==> src/rtl/leds_pattern_if.sv <==
// Control/display bundle for leds_pattern: pattern source, mode select, step pulse and LED drive.
// The duty input exists only when LEDS_PWM_EN is defined.
interface leds_pattern_if #(
    parameter int WIDTH = 8
);
    logic [1:0]       mode;
    logic [WIDTH-1:0] pattern;
    logic             load;
`ifdef LEDS_PWM_EN
    logic [3:0]       duty;
`endif
    logic             step;
    logic [WIDTH-1:0] LPORT;

`ifdef LEDS_PWM_EN
    modport master (output mode, output pattern, output load, output duty,
                    input step, input LPORT);
    modport slave  (input mode, input pattern, input load, input duty,
                    output step, output LPORT);
`else
    modport master (output mode, output pattern, output load,
                    input step, input LPORT);
    modport slave  (input mode, input pattern, input load,
                    output step, output LPORT);
`endif
endinterface

==> src/rtl/leds_pattern.sv <==
// LED pattern generator: static / blink / rotate-left / bounce on a DIV-cycle prescaler.
// Optional LEDS_PWM_EN adds a 16-step duty gate on the LED drive.
module leds_pattern #(
    parameter int               WIDTH = 8,
    parameter int               DIV   = 12000000,
    parameter logic [WIDTH-1:0] INIT  = {WIDTH{1'b1}}
) (
    input  logic          clk,
    input  logic          rstn,
    leds_pattern_if.slave bus
);
    localparam int             CW      = (DIV > 1) ? $clog2(DIV) : 1;
    localparam logic [CW-1:0]  CNT_MAX = CW'(DIV - 1);

    typedef enum logic [1:0] {
        M_STATIC = 2'd0,
        M_BLINK  = 2'd1,
        M_ROTATE = 2'd2,
        M_BOUNCE = 2'd3
    } mode_e;

    typedef enum logic {
        DIR_LEFT  = 1'b0,
        DIR_RIGHT = 1'b1
    } dir_e;

    logic [WIDTH-1:0] pat_q, pat_d;
    logic [WIDTH-1:0] state_q, state_d;
    dir_e             dir_q, dir_d;
    logic             phase_q, phase_d;
    mode_e            mode_q, mode_d;
    logic [CW-1:0]    cnt_q, cnt_d;
    logic             step_q, step_d;
    logic [WIDTH-1:0] lport_q, lport_d;
    logic [WIDTH-1:0] base;
    logic             restart;
    logic             lit;
`ifdef LEDS_PWM_EN
    logic [3:0]       pwm_cnt_q, pwm_cnt_d;
`endif

    always_ff @(posedge clk or negedge rstn) begin
        if (!rstn) begin
            pat_q   <= INIT;
            state_q <= INIT;
            dir_q   <= DIR_LEFT;
            phase_q <= 1'b1;
            mode_q  <= M_STATIC;
            cnt_q   <= '0;
            step_q  <= 1'b0;
            lport_q <= '0;
        end else begin
            pat_q   <= pat_d;
            state_q <= state_d;
            dir_q   <= dir_d;
            phase_q <= phase_d;
            mode_q  <= mode_d;
            cnt_q   <= cnt_d;
            step_q  <= step_d;
            lport_q <= lport_d;
        end
    end

`ifdef LEDS_PWM_EN
    always_ff @(posedge clk or negedge rstn) begin
        if (!rstn) pwm_cnt_q <= '0;
        else       pwm_cnt_q <= pwm_cnt_d;
    end

    always_comb begin
        pwm_cnt_d = pwm_cnt_q + 4'd1;
        lit       = (pwm_cnt_q < bus.duty);
    end
`else
    always_comb lit = 1'b1;
`endif

    always_comb begin
        pat_d   = pat_q;
        state_d = state_q;
        dir_d   = dir_q;
        phase_d = phase_q;
        mode_d  = mode_q;
        cnt_d   = cnt_q + 1'b1;
        step_d  = 1'b0;
        restart = bus.load || (bus.mode != mode_q);

        // A restart swallows any step due this cycle and re-arms the prescaler.
        if (restart) begin
            mode_d  = mode_e'(bus.mode);
            dir_d   = DIR_LEFT;
            phase_d = 1'b1;
            cnt_d   = '0;
            if (bus.load) begin
                pat_d   = bus.pattern;
                state_d = bus.pattern;
            end else begin
                state_d = pat_q;
            end
        end else if (cnt_q == CNT_MAX) begin
            cnt_d  = '0;
            step_d = 1'b1;
            case (mode_q)
                M_BLINK:  phase_d = ~phase_q;
                M_ROTATE: state_d = {state_q[WIDTH-2:0], state_q[WIDTH-1]};
                M_BOUNCE: begin
                    if (dir_q == DIR_LEFT) begin
                        if (state_q[WIDTH-1]) begin
                            dir_d   = DIR_RIGHT;
                            state_d = state_q >> 1;
                        end else begin
                            state_d = state_q << 1;
                        end
                    end else begin
                        if (state_q[0]) begin
                            dir_d   = DIR_LEFT;
                            state_d = state_q << 1;
                        end else begin
                            state_d = state_q >> 1;
                        end
                    end
                end
                default: ;
            endcase
        end

        // Drive from next-state values so step and the LED change share an edge.
        base    = (mode_d == M_BLINK && !phase_d) ? '0 : state_d;
        lport_d = base & {WIDTH{lit}};
    end

    assign bus.step  = step_q;
    assign bus.LPORT = lport_q;
endmodule
==> src/flat_wrapper.sv <==
// flat-port wrapper written by rule: the top's interface ports become plain ports
module leds_pattern_flat 
#(
    parameter int               WIDTH = 8,
    parameter int               DIV   = 12000000,
    parameter logic [WIDTH-1:0] INIT  = {WIDTH{1'b1}}
)
  (clk, rstn, bus_mode, bus_pattern, bus_load, bus_step, bus_LPORT);
  leds_pattern_if #(.WIDTH(WIDTH)) bus_i ();
  input  logic clk;
  input  logic rstn;
  input wire logic [$bits(bus_i.mode)-1:0] bus_mode;
  input wire logic [$bits(bus_i.pattern)-1:0] bus_pattern;
  input wire logic [$bits(bus_i.load)-1:0] bus_load;
  output wire logic [$bits(bus_i.step)-1:0] bus_step;
  output wire logic [$bits(bus_i.LPORT)-1:0] bus_LPORT;
  assign bus_i.mode = bus_mode;
  assign bus_i.pattern = bus_pattern;
  assign bus_i.load = bus_load;
  assign bus_step = bus_i.step;
  assign bus_LPORT = bus_i.LPORT;
  leds_pattern #(.WIDTH(WIDTH), .DIV(DIV), .INIT(INIT)) u_core (.clk(clk), .rstn(rstn), .bus(bus_i));
endmodule
==> config.mk <==
export PLATFORM = sky130hd
export DESIGN_NAME = leds_pattern_flat
export DESIGN_NICKNAME = d
export VERILOG_FILES = /design/src/rtl/leds_pattern_if.sv /design/src/rtl/leds_pattern.sv /design/src/flat_wrapper.sv
export SDC_FILE = /design/constraint.sdc
export NUM_CORES = 1
export LEC_CHECK = 0
export ABC_AREA = 1
export BUFFER_PORTS_ARGS = -buffer_cell sky130_fd_sc_hd__buf_2
export CAP_MARGIN = 20
export CORE_AREA = 5 5 80 82
export CTS_BUF_LIST = sky130_fd_sc_hd__clkbuf_4 sky130_fd_sc_hd__clkbuf_8
export CTS_CLUSTER_DIAMETER = 120
export DETAILED_ROUTE_END_ITERATION = 7
export DIE_AREA = 0 0 85 87
export PLACE_DENSITY = 0.75
export SETUP_SLACK_MARGIN = 0.3
export SLEW_MARGIN = 40
export SYNTH_ARGS = -nofsm -noshare
export SYNTH_HDL_FRONTEND = slang
export SYNTH_SLANG_ARGS = --single-unit
==> constraint.sdc <==
create_clock -name clk -period 1.6 [get_ports clk]
set_input_delay 0 -clock clk [delete_from_list [all_inputs] [get_ports clk]]
set_output_delay 0 -clock clk [all_outputs]
set_load 0.05 [all_outputs]
==> results.toml <==
[place]
dp_hpwl_mm = 5.21
dpl_worst_slack_ps = -47.9
gp_congestion = 0.928
portBuffers = 21
dp.cells = 502

[power_and_ir_drop]
vdd_drop_max_mv = 0.467
power_leakage_nw = 1.96
total_power_w = 0.00277
power.density_nw_per_um2 = 659

[drt]
drc = 0
vias = 3038
via_per_inst = 5.43
drt_iter0_drc = 341
wl_per_cell_um = 15.8
totalWireLength_mm = 8.81
ant_nets = 0
firstDrtPassIters = 7

[die]
ios = 22
core_area_sq_um = 5680
die_height_um = 87
start_util_pct = 52.7
die_x_um = 85
dieArea_sq_um = 7400
row_count = 28

[timing]
worst_pin_slew_ps = 411
drv_slew = 0
finalClockSkew_ps = 10.7
worst_slack_ps = -83.2
whs_ps = 4.76
hold_viol = 0
finalSetupViolCount = 30
fin_crit_sh_pct = 105
rsz0062_at_grt = "yes"
maxSlewHeadroom_pct = 72.6
finalCriticalPeriod_ps = 1680
max_freq_mhz = 594

[clock_tree]
htree_levels = 2
tritoncts = "done"
cts_sinks = 53
cts_buffers = 5
cts-root-buf = "clkbuf_8"
worst_skew_pair.late_latency_ps = 300
cts_buffer_depth = 2
path_clk_slew_ps = 100

[run]
maxCapViolCount = 0

[critical_path]
ff2ff_path_depth = 9
r2r-start = "u_core.cnt_q[21]"
crit_slowest_cell = "dfrtp_1"
ff2ff_setup_slack_ps = -80
path_cells = "buf_4 > nand4_1 > nor2_2 > nand3_4 > buf_12 > nand2_8 > inv_8 > o21ai_4 > a21oi_2"
critPathLaunchType = "register"
critPathMaxStageDelay_ps = 420
cp-end-kind = "register"
worst_ep_arrival_time_ps = 1880
cp_max_fo = 7
cp.required_ps = 1790
path_class = "register to register"
r2r_end = "u_core.cnt_q[20]"

[final_layout]
layout.nets = 497
drive_gt1_share_pct = 49.0
fill_cells = 398
area.growth.synth_to_final_pct = 40.6
utilization_pct = 74.1
antenna_cells = 0
instances_no_fill = 559

[synthesis]
synth.avg_cell_area_sq_um = 7.75
seq_area_frac_synth_pct = 45.0
synthDistinctLibCells = 36
netlist_area_sq_um = 2990
netlist_instances = 386
yosys_warnings = 0
synth_fp_nets = 400
ys_ff_latch = 53

[global_route]
overflow = 0
grt.total_usage_pct = 22.0
grt_pass1_vias = 2839
grt_first_pass_wirelength_mm = 13.1
antenna_found_initial = 0
grt_start_max_net_pins = 21

[min_path]
hold_path_class = "primary input to register"
min-delay-start = "bus_load"
hold_path_depth = 3
whs_endpoint = "u_core.pat_q[0]"

[status]
status = "finished, violations left"
violations = "negative setup slack"
## sequential cells by signal, summed over array words and instances (netlist names)
register and cells:
u_core.bus.LPORT 8, u_core.state_q 8, u_core.mode_q 2, u_core.phase_q 1, u_core.dir_q 1, u_core.cnt_q 24
u_core.pat_q 8, u_core.bus.step 1
## area by class of cell
| class | instances | area, sq um | area share [%] |
|---|---|---|---|
| Clock inverter | 3 | 21.3 | 0.506 |
| Timing Repair inverter | 1 | 11.3 | 0.268 |
| Timing Repair Buffer | 95 | 737 | 17.5 |
| Tap cell | 75 | 93.8 | 2.23 |
| Clock buffer | 5 | 68.8 | 1.64 |
| Sequential cell | 53 | 1350 | 32.2 |
| Inverter | 57 | 229 | 5.44 |
| Multi-Input combinational cell | 270 | 1690 | 40.2 |
## through the flow
step	area [sq um]	setup TNS, ps
floorplan	3060	0
global placement	3400	-283
detailed placement	3400	-259
CTS	3910	0
global route	4210	-3440
finish	4210	-1380
## cells in the mapped netlist, drive strengths merged
master	number	area, sq um
and3	1	6.26
o21ai	16	106
nor3	3	15.0
nand2	112	445
clkbuf	2	7.51
o31ai	1	12.5
inv	56	215
xnor2	2	17.5
nand3	31	195
or2	4	25.0
o21a	1	7.51
a21oi	12	86.3
clkinv	1	5.00
nor4	1	6.26
xor2	7	68.8
buf	4	47.5
ha	1	12.5
nor2	70	309
dfrtp	36	901
nand4	7	43.8
nor3b	1	12.5
dfstp	17	447
## layer usage
metal	vias to the layer above	GRT usage, %	wire (um)
met5	-	0	0
met4	0	6.04	349
met1	1446	30.4	3740
met2	157	36.6	4160
met3	43	2.65	561
li1	1392	-	-
## cells in the final DEF, fill, tap and decap left out, types with 10 or more instances in the layout
cell type  instances
buf_4             55
a21oi_2           10
nand2_1           79
inv_2             14
nor2_4            11
buf_2             21
nor2_1            41
nand3_1           20
nor2_2            17
nand2_2           29
dfrtp_1           32
dfstp_2           17
inv_1             40
## where the power goes
part | switching [W] | total, W | internal [W]
clock | 0.000462 | 0.000774 | 0.000312
combinational | 0.000339 | 0.000502 | 0.000162
sequential | 0.0000503 | 0.00149 | 0.00144
total | 0.000852 | 0.00277 | 0.00192
## worst max-delay path by stage
stage	from	endpoint	slack, ps	cells past startpoint
final	u_core.cnt_q[21]	u_core.cnt_q[20]	-80	9
after global routing	u_core.cnt_q[11]	u_core.bus.LPORT[0]	-180	10
after CTS	u_core.cnt_q[0]	u_core.bus.LPORT[3]	40	9
after detailed placement	u_core.cnt_q[14]	u_core.bus.LPORT[6]	-50	10
after global placement	u_core.cnt_q[13]	u_core.bus.LPORT[7]	-60	10
after floorplan	u_core.cnt_q[0]	u_core.cnt_q[10]	170	9
## critical path, delay by kind of cell, from the launching register on
family / cells / cell delay [ps]
compound gates: 2 / 140
buf+inv: 3 / 380
flops: 1 / 420
simple gates: 4 / 640
## kinds of logic after synthesis
family	after synthesis	synth area share, %
compound gates	30	7.11
xor+xnor	9	2.88
fa+ha+maj	1	0.418
buf+inv	63	9.20
flops	53	45.0
simple gates	230	35.4
## repair_timing
| item | CTS | global route |
|---|---|---|
| gates resized for setup | 52 | 49 |
| hold buffers | 8 | 0 |
| buffers inserted | 21 | 19 |
| endpoints found under the hold margin | 24 | 0 |
| cloned | 1 | 0 |
| setup endpoints to repair | 40 | 42 |
| pin swaps | 32 | 32 |
Note: power is estimated with default switching activity, not from simulation.
